==> src/rtl/out_pair_packer.sv <==
// Samples the complementary Out/Out_Bar pair from the select stage, packs good
// samples LSB-first into a WIDTH-bit word, and flags/counts non-complementary pairs.
module out_pair_packer #(
  parameter int unsigned WIDTH = 8,
  parameter int unsigned ERR_W = 8
) (
  input  logic             CLK,
  input  logic             RST_N,
  input  logic             Clear,
  input  logic             In_Valid,
  output logic             In_Ready,
  input  logic             Out,
  input  logic             Out_Bar,
  output logic             Byte_Valid,
  input  logic             Byte_Ready,
  output logic [WIDTH-1:0] Byte_Data,
  output logic             Pair_Err,
  output logic [ERR_W-1:0] Err_Count,
  output logic             Dbg_State
);

  localparam int unsigned CNT_W = (WIDTH > 1) ? $clog2(WIDTH) : 1;
  localparam logic [CNT_W-1:0] LAST_BIT = CNT_W'(WIDTH - 1);

  typedef enum logic {
    FILL = 1'b0,
    HOLD = 1'b1
  } state_e;

  state_e             state_q, state_d;
  logic [CNT_W-1:0]   cnt_q, cnt_d;
  logic [WIDTH-1:0]   data_q, data_d;
  logic               pair_err_q, pair_err_d;
  logic [ERR_W-1:0]   err_cnt_q, err_cnt_d;

  logic accept;
  logic good_pair;
  logic transfer;
  logic last_bit;

  // Handshakes: a beat moves on a rising edge where valid && ready are both high.
  // In_Ready depends on state only; Byte_Data is frozen while Byte_Valid waits.
  assign accept    = In_Valid && (state_q == FILL);
  assign good_pair = Out ^ Out_Bar;
  assign transfer  = (state_q == HOLD) && Byte_Ready;
  assign last_bit  = (cnt_q == LAST_BIT);

  // State register
  always_ff @(posedge CLK or negedge RST_N) begin
    if (!RST_N) begin
      state_q <= FILL;
    end else begin
      state_q <= state_d;
    end
  end

  // Next-state logic
  always_comb begin
    state_d = state_q;
    if (Clear) begin
      state_d = FILL;
    end else begin
      case (state_q)
        FILL:    if (accept && good_pair && last_bit) state_d = HOLD;
        HOLD:    if (Byte_Ready) state_d = FILL;
        default: state_d = FILL;
      endcase
    end
  end

  // Output logic
  always_comb begin
    In_Ready   = (state_q == FILL);
    Byte_Valid = (state_q == HOLD);
    Dbg_State  = state_q;
  end

  // Datapath next values
  always_comb begin
    cnt_d      = cnt_q;
    data_d     = data_q;
    pair_err_d = 1'b0;
    err_cnt_d  = err_cnt_q;
    if (Clear) begin
      cnt_d     = '0;
      data_d    = '0;
      err_cnt_d = '0;
    end else if (accept && good_pair) begin
      data_d[cnt_q] = Out;
      cnt_d         = last_bit ? '0 : cnt_q + CNT_W'(1);
    end else if (accept) begin
      // Bad pair: data and bit position stay put so the word still needs WIDTH good bits.
      pair_err_d = 1'b1;
      if (err_cnt_q != {ERR_W{1'b1}}) err_cnt_d = err_cnt_q + ERR_W'(1);
    end else if (transfer) begin
      data_d = '0;
    end
  end

  always_ff @(posedge CLK or negedge RST_N) begin
    if (!RST_N) begin
      cnt_q      <= '0;
      data_q     <= '0;
      pair_err_q <= 1'b0;
      err_cnt_q  <= '0;
    end else begin
      cnt_q      <= cnt_d;
      data_q     <= data_d;
      pair_err_q <= pair_err_d;
      err_cnt_q  <= err_cnt_d;
    end
  end

  assign Byte_Data = data_q;
  assign Pair_Err  = pair_err_q;
  assign Err_Count = err_cnt_q;

endmodule

==> config.mk <==
export PLATFORM = sky130hd
export DESIGN_NAME = out_pair_packer
export DESIGN_NICKNAME = d
export VERILOG_FILES = /design/src/rtl/out_pair_packer.sv
export SDC_FILE = /design/constraint.sdc
export NUM_CORES = 1
export LEC_CHECK = 0
export CAP_MARGIN = 20
export CORE_MARGIN = 8
export CORE_UTILIZATION = 24
export DETAILED_ROUTE_END_ITERATION = 7
export HOLD_SLACK_MARGIN = 0.06
export PLACE_DENSITY_LB_ADDON = 0.1
export SETUP_SLACK_MARGIN = 0.1
export SLEW_MARGIN = 25
export SYNTH_ARGS = -nofsm -noshare
export SYNTH_HDL_FRONTEND = slang
export SYNTH_SLANG_ARGS = --single-unit
==> constraint.sdc <==
create_clock -name CLK -period 3.9 [get_ports CLK]
set_clock_uncertainty 0.15 [all_clocks]
set_input_delay 0.78 -clock CLK [delete_from_list [all_inputs] [get_ports CLK]]
set_output_delay 0.78 -clock CLK [all_outputs]
set_load 0.005 [all_outputs]
==> results of run 1 <==
==> logic make-up (layout without fill, tap and decap cells) <==
kind of cell / Yosys count / after routing / share of synthesized area, %
buffers and inverters: 10 / 36 / 3.59
DFF: 21 / 21 / 45.7
AOI/OAI and AO/OA: 29 / 29 / 17.4
xor gates and xnor gates: 5 / 5 / 5.44
adders and majority gates: 3 / 3 / 3.26
muxes: 2 / 2 / 1.74
and+or+nand+nor: 46 / 46 / 22.9
==> flip-flops by register name (all words and copies together), names as in the netlist <==
signal and count:
Byte_Data 8, Byte_Valid 1, Err_Count 8, Pair_Err 1, cnt_q 3
==> worst max-delay path: stages <==
cell	delay, ps
clkdlybuf4s50_1	550
xnor2_4	390
o211ai_4	190
or4_1	490
a21oi_1	150
==> metal layers <==
layer / GRT usage [%] / share of wire (%) / vias to the layer above
met4: 3.07 / 0.63 / 0
li1: - / - / 476
met1: 9.37 / 43 / 459
met3: 3.19 / 6.1 / 2
met5: 0 / 0 / -
met2: 15.3 / 50 / 17
==> stage by stage <==
step	hold WS [ps]	instance area [sq um]	util [%]	total power, W
3_5_place_dp	365	1450	31.2	0.000290
5_1_grt	375	1500	32.2	0.000459
4_1_cts	356	1500	32.2	0.000441
2_1_floorplan	334	1150	-	0.000263
6_report	338	1500	32.2	0.000430
3_3_place_gp	365	1460	31.3	0.000290
==> placed cells by master (no fill, tap or decap), drive strengths merged, types with 2 or more instances in the layout <==
master and instances:
nand3 6, and2 2, nand2b 3, o21ai 4
a21oi 12, o31ai 2, nor3 2, dfrtp 21
clkdlybuf4s50 25, o211ai 3, or3 3, or4 2
xor2 4, and3 2, mux2i 2, ha 3
clkbuf 4, o22ai 4, inv 6, nand2 7
nand4 3, nand3b 3, nor2 9
==> synth_stat cells, types with 2 or more instances <==
library cell | number | area [sq um]
and2_1 | 2 | 12.5
nand2b_1 | 3 | 18.8
or3_1 | 2 | 12.5
o31ai_1 | 2 | 15.0
or4_1 | 2 | 15.0
a21oi_1 | 12 | 60.1
and3_1 | 2 | 12.5
nand3_1 | 6 | 30.0
inv_1 | 6 | 22.5
o22ai_1 | 4 | 25.0
o21ai_0 | 3 | 15.0
dfrtp_1 | 21 | 526
xor2_1 | 4 | 35.0
nand4_1 | 3 | 18.8
nand2_1 | 7 | 26.3
nand3b_1 | 3 | 22.5
ha_1 | 3 | 37.5
clkbuf_1 | 2 | 7.51
o211ai_1 | 2 | 15.0
mux2i_1 | 2 | 20.0
nor2_1 | 9 | 33.8
==> cell type report <==
class | count | share of cell area [%]
Sequential cell | 21 | 35.1
Inverter | 6 | 1.50
Timing Repair Buffer | 26 | 17.0
Multi-Input combinational cell | 85 | 38.9
Tap cell | 54 | 4.51
Clock buffer | 4 | 3.01
==> worst paths after layout <==
path | startpoint | endpoint | slack, ps | cells after the start
max in group asynchronous | RST_N | Err_Count[5] | 2910 | 1
min in group CLK | Byte_Data[0] | Byte_Data[0] | 380 | 2
setup / recovery | Out | Err_Count[7] | 1380 | 5
hold reg to reg | Byte_Data[0] | Byte_Data[0] | 380 | 2
setup reg to reg | Byte_Valid | Byte_Data[2] | 2030 | 4
hold / removal | RST_N | Byte_Data[6] | 340 | 1
==> power breakdown <==
group / switching [W] / internal, W
logic: 0.0000319 / 0.0000238
registers: 0.00000620 / 0.000222
clock network: 0.0000731 / 0.0000727
total: 0.000111 / 0.000318
==> out/summary.txt, run 1 <==
share of cells above drive strength 1 = 7.75%
Setup TNS Final = 0 ps
Net Count, Synth = 126
multi-input logic area = 583 sq um
vias in the first global route = 1028
Worst Tran Pin Value = 656 ps
first-pass GRT wire length = 5110 microns
Resize count post-CTS = 0
Routed Antenna Nets = 0
CTS tree = done
root buf cell = clkbuf_8
Cell Area, Synth = 1150 sq um
Die Area = 7260 sq um
RePlAce Congestion = 0.699
Syn Inst Count = 116
num ports = 27
Worst Slack Setup Final = 1380 ps
largest net degree at the start of global routing = 22
clock sinks = 21
placed cells = 192
worst-skew pair later-pin latency = 260 ps
Final HPWL DP = 2190 microns
Max-slew headroom = 56.2%
Vias/cell = 4.87
Via Count = 954
DRC Markers = 0
fin nets = 153
Tcrit/Tclk final = 64.6%
port bufs = 26
# fillers = 494
synth-to-layout area growth = 30.4%
Routed wire per std cell = 15.3 microns
Die Height = 85.2 microns
synthesized flop and latch total = 21
max-cap check violation count = 0
Post-Syn Area per Cell = 9.91 sq um
min Tclk post-route = 2520 ps
final setup vio count = 0
DP Worst Slack = 1110 ps
post-synthesis cell type count = 37
Syn. warnings = 0
fmax = 397 MHz
EDFF count, synth = 0
worst vdd ir = 0.0905 mV
Die Wd = 85.2 microns
worst min path class = input port to asynchronous set/reset pin
GRT Overall Usage = 8.72%
Cell Rows = 25
GRT overflow = 0
initial drt markers = 35
worst path required time = 3920 ps
Worst-path clk slew = 80 ps
RSZ-0062 raised after global routing = false
number of non-filler instances in the completed layout = 196
Post-synth ARST share = 100%
sequential fraction of the synthesis area = 45.7%
status = finished, final reports clean
Hold Vio Cnt, Final = 0
CP endpoint kind = flip-flop
Pwr per Cell Area = 287 nW/um^2
worst-path fanout max = 9
worst-case clock buffer depth = 2
initial antenna violation count = 0
post-CTS setup buffer count = 0
# diodes = 0
Worst EP arrival = 2540 ps
drt pass-1 iters = 4
CORE AREA = 4660 sq um
Final Max Tran Viols = 0
hold_buf cts = 0
LEAKAGE = 0.608 nW
Reg area = 526 sq um
Top FF cell, synth = dfrtp_1
Initial Util = 24.7%
critical path launch point type = input port
H-tree depth = 1
number of clock buffers inserted by TritonCTS = 3
Post-Route WL = 3000 microns
critical path class = input port to flip-flop
Power figures use the tool's default switching activity.
==> inputs of run 2 (changes only) <==
==> constraint.sdc (replaced) <==
create_clock -name CLK -period 2.1 [get_ports CLK]
set_clock_uncertainty 0.15 [all_clocks]
set_input_delay 0.42 -clock CLK [delete_from_list [all_inputs] [get_ports CLK]]
set_output_delay 0.42 -clock CLK [all_outputs]
set_load 0.005 [all_outputs]
==> run 2 against run 1 <==
Register-to-register slack lost 1700 ps. Design area grew 6.6%. Die area is the same. Sequential power grew 86%. Largest power group unchanged. Worst hold slack gained 3.2 ps. Total power grew 92%. Largest cell class unchanged. Via count grew 7.2%.
==> out/summary.txt, run 2 (synthesis gave the netlist of run 1 again) <==
fmax = 513 MHz
vias in the first global route = 994
Clk pwr share = 33.0%
min Tclk post-route = 1950 ps
# diodes = 0
r2r setup slk = 280 ps
CP endpoint kind = flip-flop
Tcrit/Tclk final = 92.9%
CTS tree = done
Routed Antenna Nets = 0
final setup vio count = 0
CORE AREA = 4660 sq um
RePlAce Congestion = 0.817
worst vdd ir = 0.262 mV
Cell Rows = 25
RSZ-0062 raised after global routing = true
Post-Route WL = 3040 microns
NetSw = 0.000217 W
drt pass-1 iters = 4
fin nets = 165
Final Max Tran Viols = 0
worst reg2reg path depth = 5
max-cap check violation count = 0
num ports = 27
Hold Vio Cnt, Final = 0
status = finished, final reports clean
worst-path fanout max = 6
Final HPWL DP = 2240 microns
Reg area = 526 sq um
GRT overflow = 0
multi-input logic area = 583 sq um
clock sinks = 21
Routed wire per std cell = 14.6 microns
Die Height = 85.2 microns
Max-slew headroom = 78.9%
number of clock buffers inserted by TritonCTS = 3
largest net degree at the start of global routing = 22
worst-case clock buffer depth = 2
Pwr per Cell Area = 517 nW/um^2
initial drt markers = 42
GRT Overall Usage = 8.74%
internal power = 0.000610 W
port bufs = 26
Reg power frac = 51.2%
# fillers = 478
Initial Util = 24.7%
Worst-path clk slew = 90 ps
root buf cell = clkbuf_8
H-tree depth = 1
initial antenna violation count = 0
first-pass GRT wire length = 5040 microns
Die Wd = 85.2 microns
Vias/cell = 4.92
Via Count = 1023
commonest non-fill, non-tap cells in the layout = clkdlybuf4s50_1 (25), dfrtp_1 (21), a21oi_1 (12), buf_4 (12), nor2_1 (9)
worst-skew pair later-pin latency = 270 ps
worst min path class = input port to asynchronous set/reset pin
synth-to-layout area growth = 39.0%
Final Power = 0.000827 W
critical path launch point type = input port
Fin Hold WS = 341 ps
worst path required time = 2130 ps
share of cells above drive strength 1 = 14.9%
Worst Tran Pin Value = 315 ps
combinational share of power = 15.8%
Die Area = 7260 sq um
critical path class = input port to flip-flop
DRC Markers = 0
commonest non-fill, non-tap cell in the layout = clkdlybuf4s50_1
LEAKAGE = 0.678 nW
Worst EP arrival = 1980 ps
Sw Share = 26.3%
run 2: worst paths after layout:
path | startpoint | to
setup / recovery | Out_Bar | Err_Count[7]
hold / removal | RST_N | Byte_Data[4]
setup reg to reg | Err_Count[0] | Err_Count[7]
hold reg to reg | Byte_Data[7] | Byte_Data[7]
max in group asynchronous | RST_N | Err_Count[0]
min in group CLK | Byte_Data[7] | Byte_Data[7]
run 2: timing repair:
action	4_1_cts	5_1_grt
resized for setup	0	1
setup buffers	0	1
endpoints found under the hold margin	0	0
setup endpoints to repair	0	7
hold buffers	0	0
run 2: power groups by stage:
stage	Combinational [W]	Clock, W	Sequential [W]
4_1_cts	0.000131	0.000293	0.000424
5_1_grt	0.000144	0.000306	0.000425
6_report	0.000131	0.000273	0.000423
2_1_floorplan	0.0000610	0	0.000428
3_3_place_gp	0.000129	0	0.000431
3_5_place_dp	0.000130	0	0.000431
run 2: metal layers:
layer | vias to the layer above | track usage (%) | share of wire [%]
met1 | 493 | 9.43 | 41
met2 | 30 | 15.0 | 50
li1 | 496 | - | -
met5 | - | 0 | 0
met3 | 4 | 3.96 | 7.5
met4 | 0 | 2.43 | 0.95
run 2: critical path: stages:
cell	delay, ps
clkdlybuf4s50_1	530
xnor2_4	260
o211ai_4	130
or4_1	470
a21oi_1	170
run 2: cell type report:
cell class,instances,share of cell area [%]
repair buffers,38,22.1
well taps,54,4.23
flip-flops and latches,21,32.9
inverters,6,1.41
multi-input cells,85,36.5
clock buffers,3,2.58
clock inverters,1,0.313
run 2: stage by stage:
stage                     util, %  setup TNS [ps]  area, sq um  setup slack [ps]  cells
final                        34.3               0         1600               149    208
after global placement       33.1            -734         1540             -95.3    203
after global routing         34.3               0         1600              99.8    208
after detailed placement     33.1           -1110         1540              -147    203
after CTS                    34.1               0         1590               125    207
after floorplan                 -               0         1150               384    116
==> inputs of run 3 (changes only) <==
--- a/config.mk
+++ b/config.mk
@@ -6,7 +6,6 @@
 export NUM_CORES = 1
 export LEC_CHECK = 0
 export CAP_MARGIN = 20
-export CORE_MARGIN = 8
 export CORE_UTILIZATION = 24
 export DETAILED_ROUTE_END_ITERATION = 7
 export HOLD_SLACK_MARGIN = 0.06
==> run 3 against run 2 <==
The run now ends with design-rule violations left. Design area fell by 0.78%. Cell count fell by 1.4%. First-iteration DRC count fell by 31%. Worst hold slack improved by 9.7 ps. Wire length fell by 4.3%. Global-route usage rose by 4.0 points. Via count fell by 2.8%. Sequential cell count did not move. Count of clock-buffer cells in the layout rose by 1. Maximum frequency fell by 0.72%. Largest power group unchanged.
==> out/summary.txt, run 3 (synthesis gave the netlist of run 1 again) <==
status = finished, violations left
violated checks = design-rule violations
worst-skew pair later-pin latency = 260 ps
RePlAce Congestion = 0.774
worst min path class = input port to asynchronous set/reset pin
number of clock buffers inserted by TritonCTS = 3
Worst Tran Pin Value = 341 ps
root buf cell = clkbuf_8
share of cells above drive strength 1 = 14.4%
Routed Antenna Nets = 0
worst-case clock buffer depth = 2
number of non-filler instances in the completed layout = 205
DRC Markers = 3
LEAKAGE = 0.664 nW
Routed wire per std cell = 14.2 microns
Final Max Tran Viols = 0
Worst-path clk slew = 80 ps
worst-path fanout max = 5
Die Area = 5070 sq um
critical path launch point type = input port
RSZ-0062 raised after global routing = false
Max-slew headroom = 77.3%
worst path required time = 2140 ps
fin util = 35.4%
num ports = 27
initial antenna violation count = 0
Hold Vio Cnt, Final = 0
commonest non-fill, non-tap cells in the layout = clkdlybuf4s50_1 (25), dfrtp_1 (21), a21oi_1 (12)
Vias/cell = 4.85
DP Worst Slack = -190 ps
critical path class = input port to flip-flop
GRT Overall Usage = 12.8%
Worst Slack Setup Final = 135 ps
vias in the first global route = 1080
port bufs = 26
CORE AREA = 4470 sq um
max-cap check violation count = 0
r2r setup slk = 330 ps
first-pass GRT wire length = 5030 microns
CP endpoint kind = flip-flop
Tcrit/Tclk final = 93.6%
hold_buf cts = 0
Cell Rows = 24
Final HPWL DP = 2150 microns
synth-to-layout area growth = 37.9%
CTS tree = done
Post-Route WL = 2910 microns
GRT overflow = 0
Final Power = 0.000817 W
commonest non-fill, non-tap cell in the layout = clkdlybuf4s50_1
Die Wd = 71.2 microns
CP max stage delay = 540 ps
slowest CP cell = clkdlybuf4s50_1
drt pass-1 iters = 6
Worst EP arrival = 2000 ps
clock sinks = 21
Die Height = 71.2 microns
fmax = 509 MHz
Pwr per Cell Area = 515 nW/um^2
CP Cell Sequence = clkdlybuf4s50_1, xnor2_4, o211ai_4, or4_1, a21oi_1
H-tree depth = 1
final setup vio count = 0
worst vdd ir = 0.184 mV
min Tclk post-route = 1970 ps
# diodes = 0
placed instance area = 1540 sq um
largest net degree at the start of global routing = 22
Initial Util = 25.7%
fin nets = 164
fin area = 1590 sq um
# fillers = 462
Via Count = 994
placed cells = 201
initial drt markers = 29
run 3: cell types whose count changed in the layout (fill, tap and decap cells not counted):
cell and change:
clkinv_2 -1, clkbuf_1 +1, nand2_2 +1, dlymetal6s2s_1 -1, dlygate4sd2_1 +1, buf_4 -1
nand2_1 -1
run 3: path summary, 6_finish.rpt:
kind,start,endpoint,cells after the start
max,Out_Bar,Err_Count[7],5
min,RST_N,Byte_Data[1],2
max reg2reg,Err_Count[0],Err_Count[7],5
min reg2reg,Byte_Data[0],Byte_Data[0],2
max in group asynchronous,RST_N,Err_Count[0],2
min in group CLK,Byte_Data[0],Byte_Data[0],2
run 3: metrics by stage:
stage / TNS [ps] / hold slack (ps)
4_1_cts: 0 / 356
6_report: 0 / 351
3_5_place_dp: -1630 / 368
3_3_place_gp: -981 / 352
5_1_grt: 0 / 365
2_1_floorplan: 0 / -25.6
run 3: where the power goes:
group | total (W) | internal [W] | switching, W
logic | 0.000128 | 0.0000629 | 0.0000648
registers | 0.000423 | 0.000412 | 0.0000111
clock network | 0.000266 | 0.000135 | 0.000131
total | 0.000817 | 0.000610 | 0.000207
run 3: layout make-up:
class | count | area (sq um) | share of cell area (%)
Timing Repair Buffer | 37 | 342 | 21.5
Inverter | 6 | 22.5 | 1.42
Sequential cell | 21 | 526 | 33.1
Tap cell | 52 | 65.1 | 4.10
Clock buffer | 4 | 45.0 | 2.84
Multi-Input combinational cell | 85 | 586 | 36.9
run 3: worst max-delay path, delay by kind of cell:
kind / cells / cell delay, ps
AND/OR/NAND/NOR: 1 / 480
XOR/XNOR: 1 / 280
AO/OA/AOI/OAI: 2 / 280
buffers and inverters: 1 / 540
run 3: what timing repair did:
action | CTS | global route
buffers inserted | 0 | 0
gates resized for setup | 1 | 1
endpoints found under the setup margin | 2 | 4
pin swaps | 0 | 0
run 3: layer usage:
layer	GRT usage, %	part of all wire [%]
met1	15.8	46
met2	21.7	48
met3	2.81	4.4
met4	4.89	1.0
met5	0	0
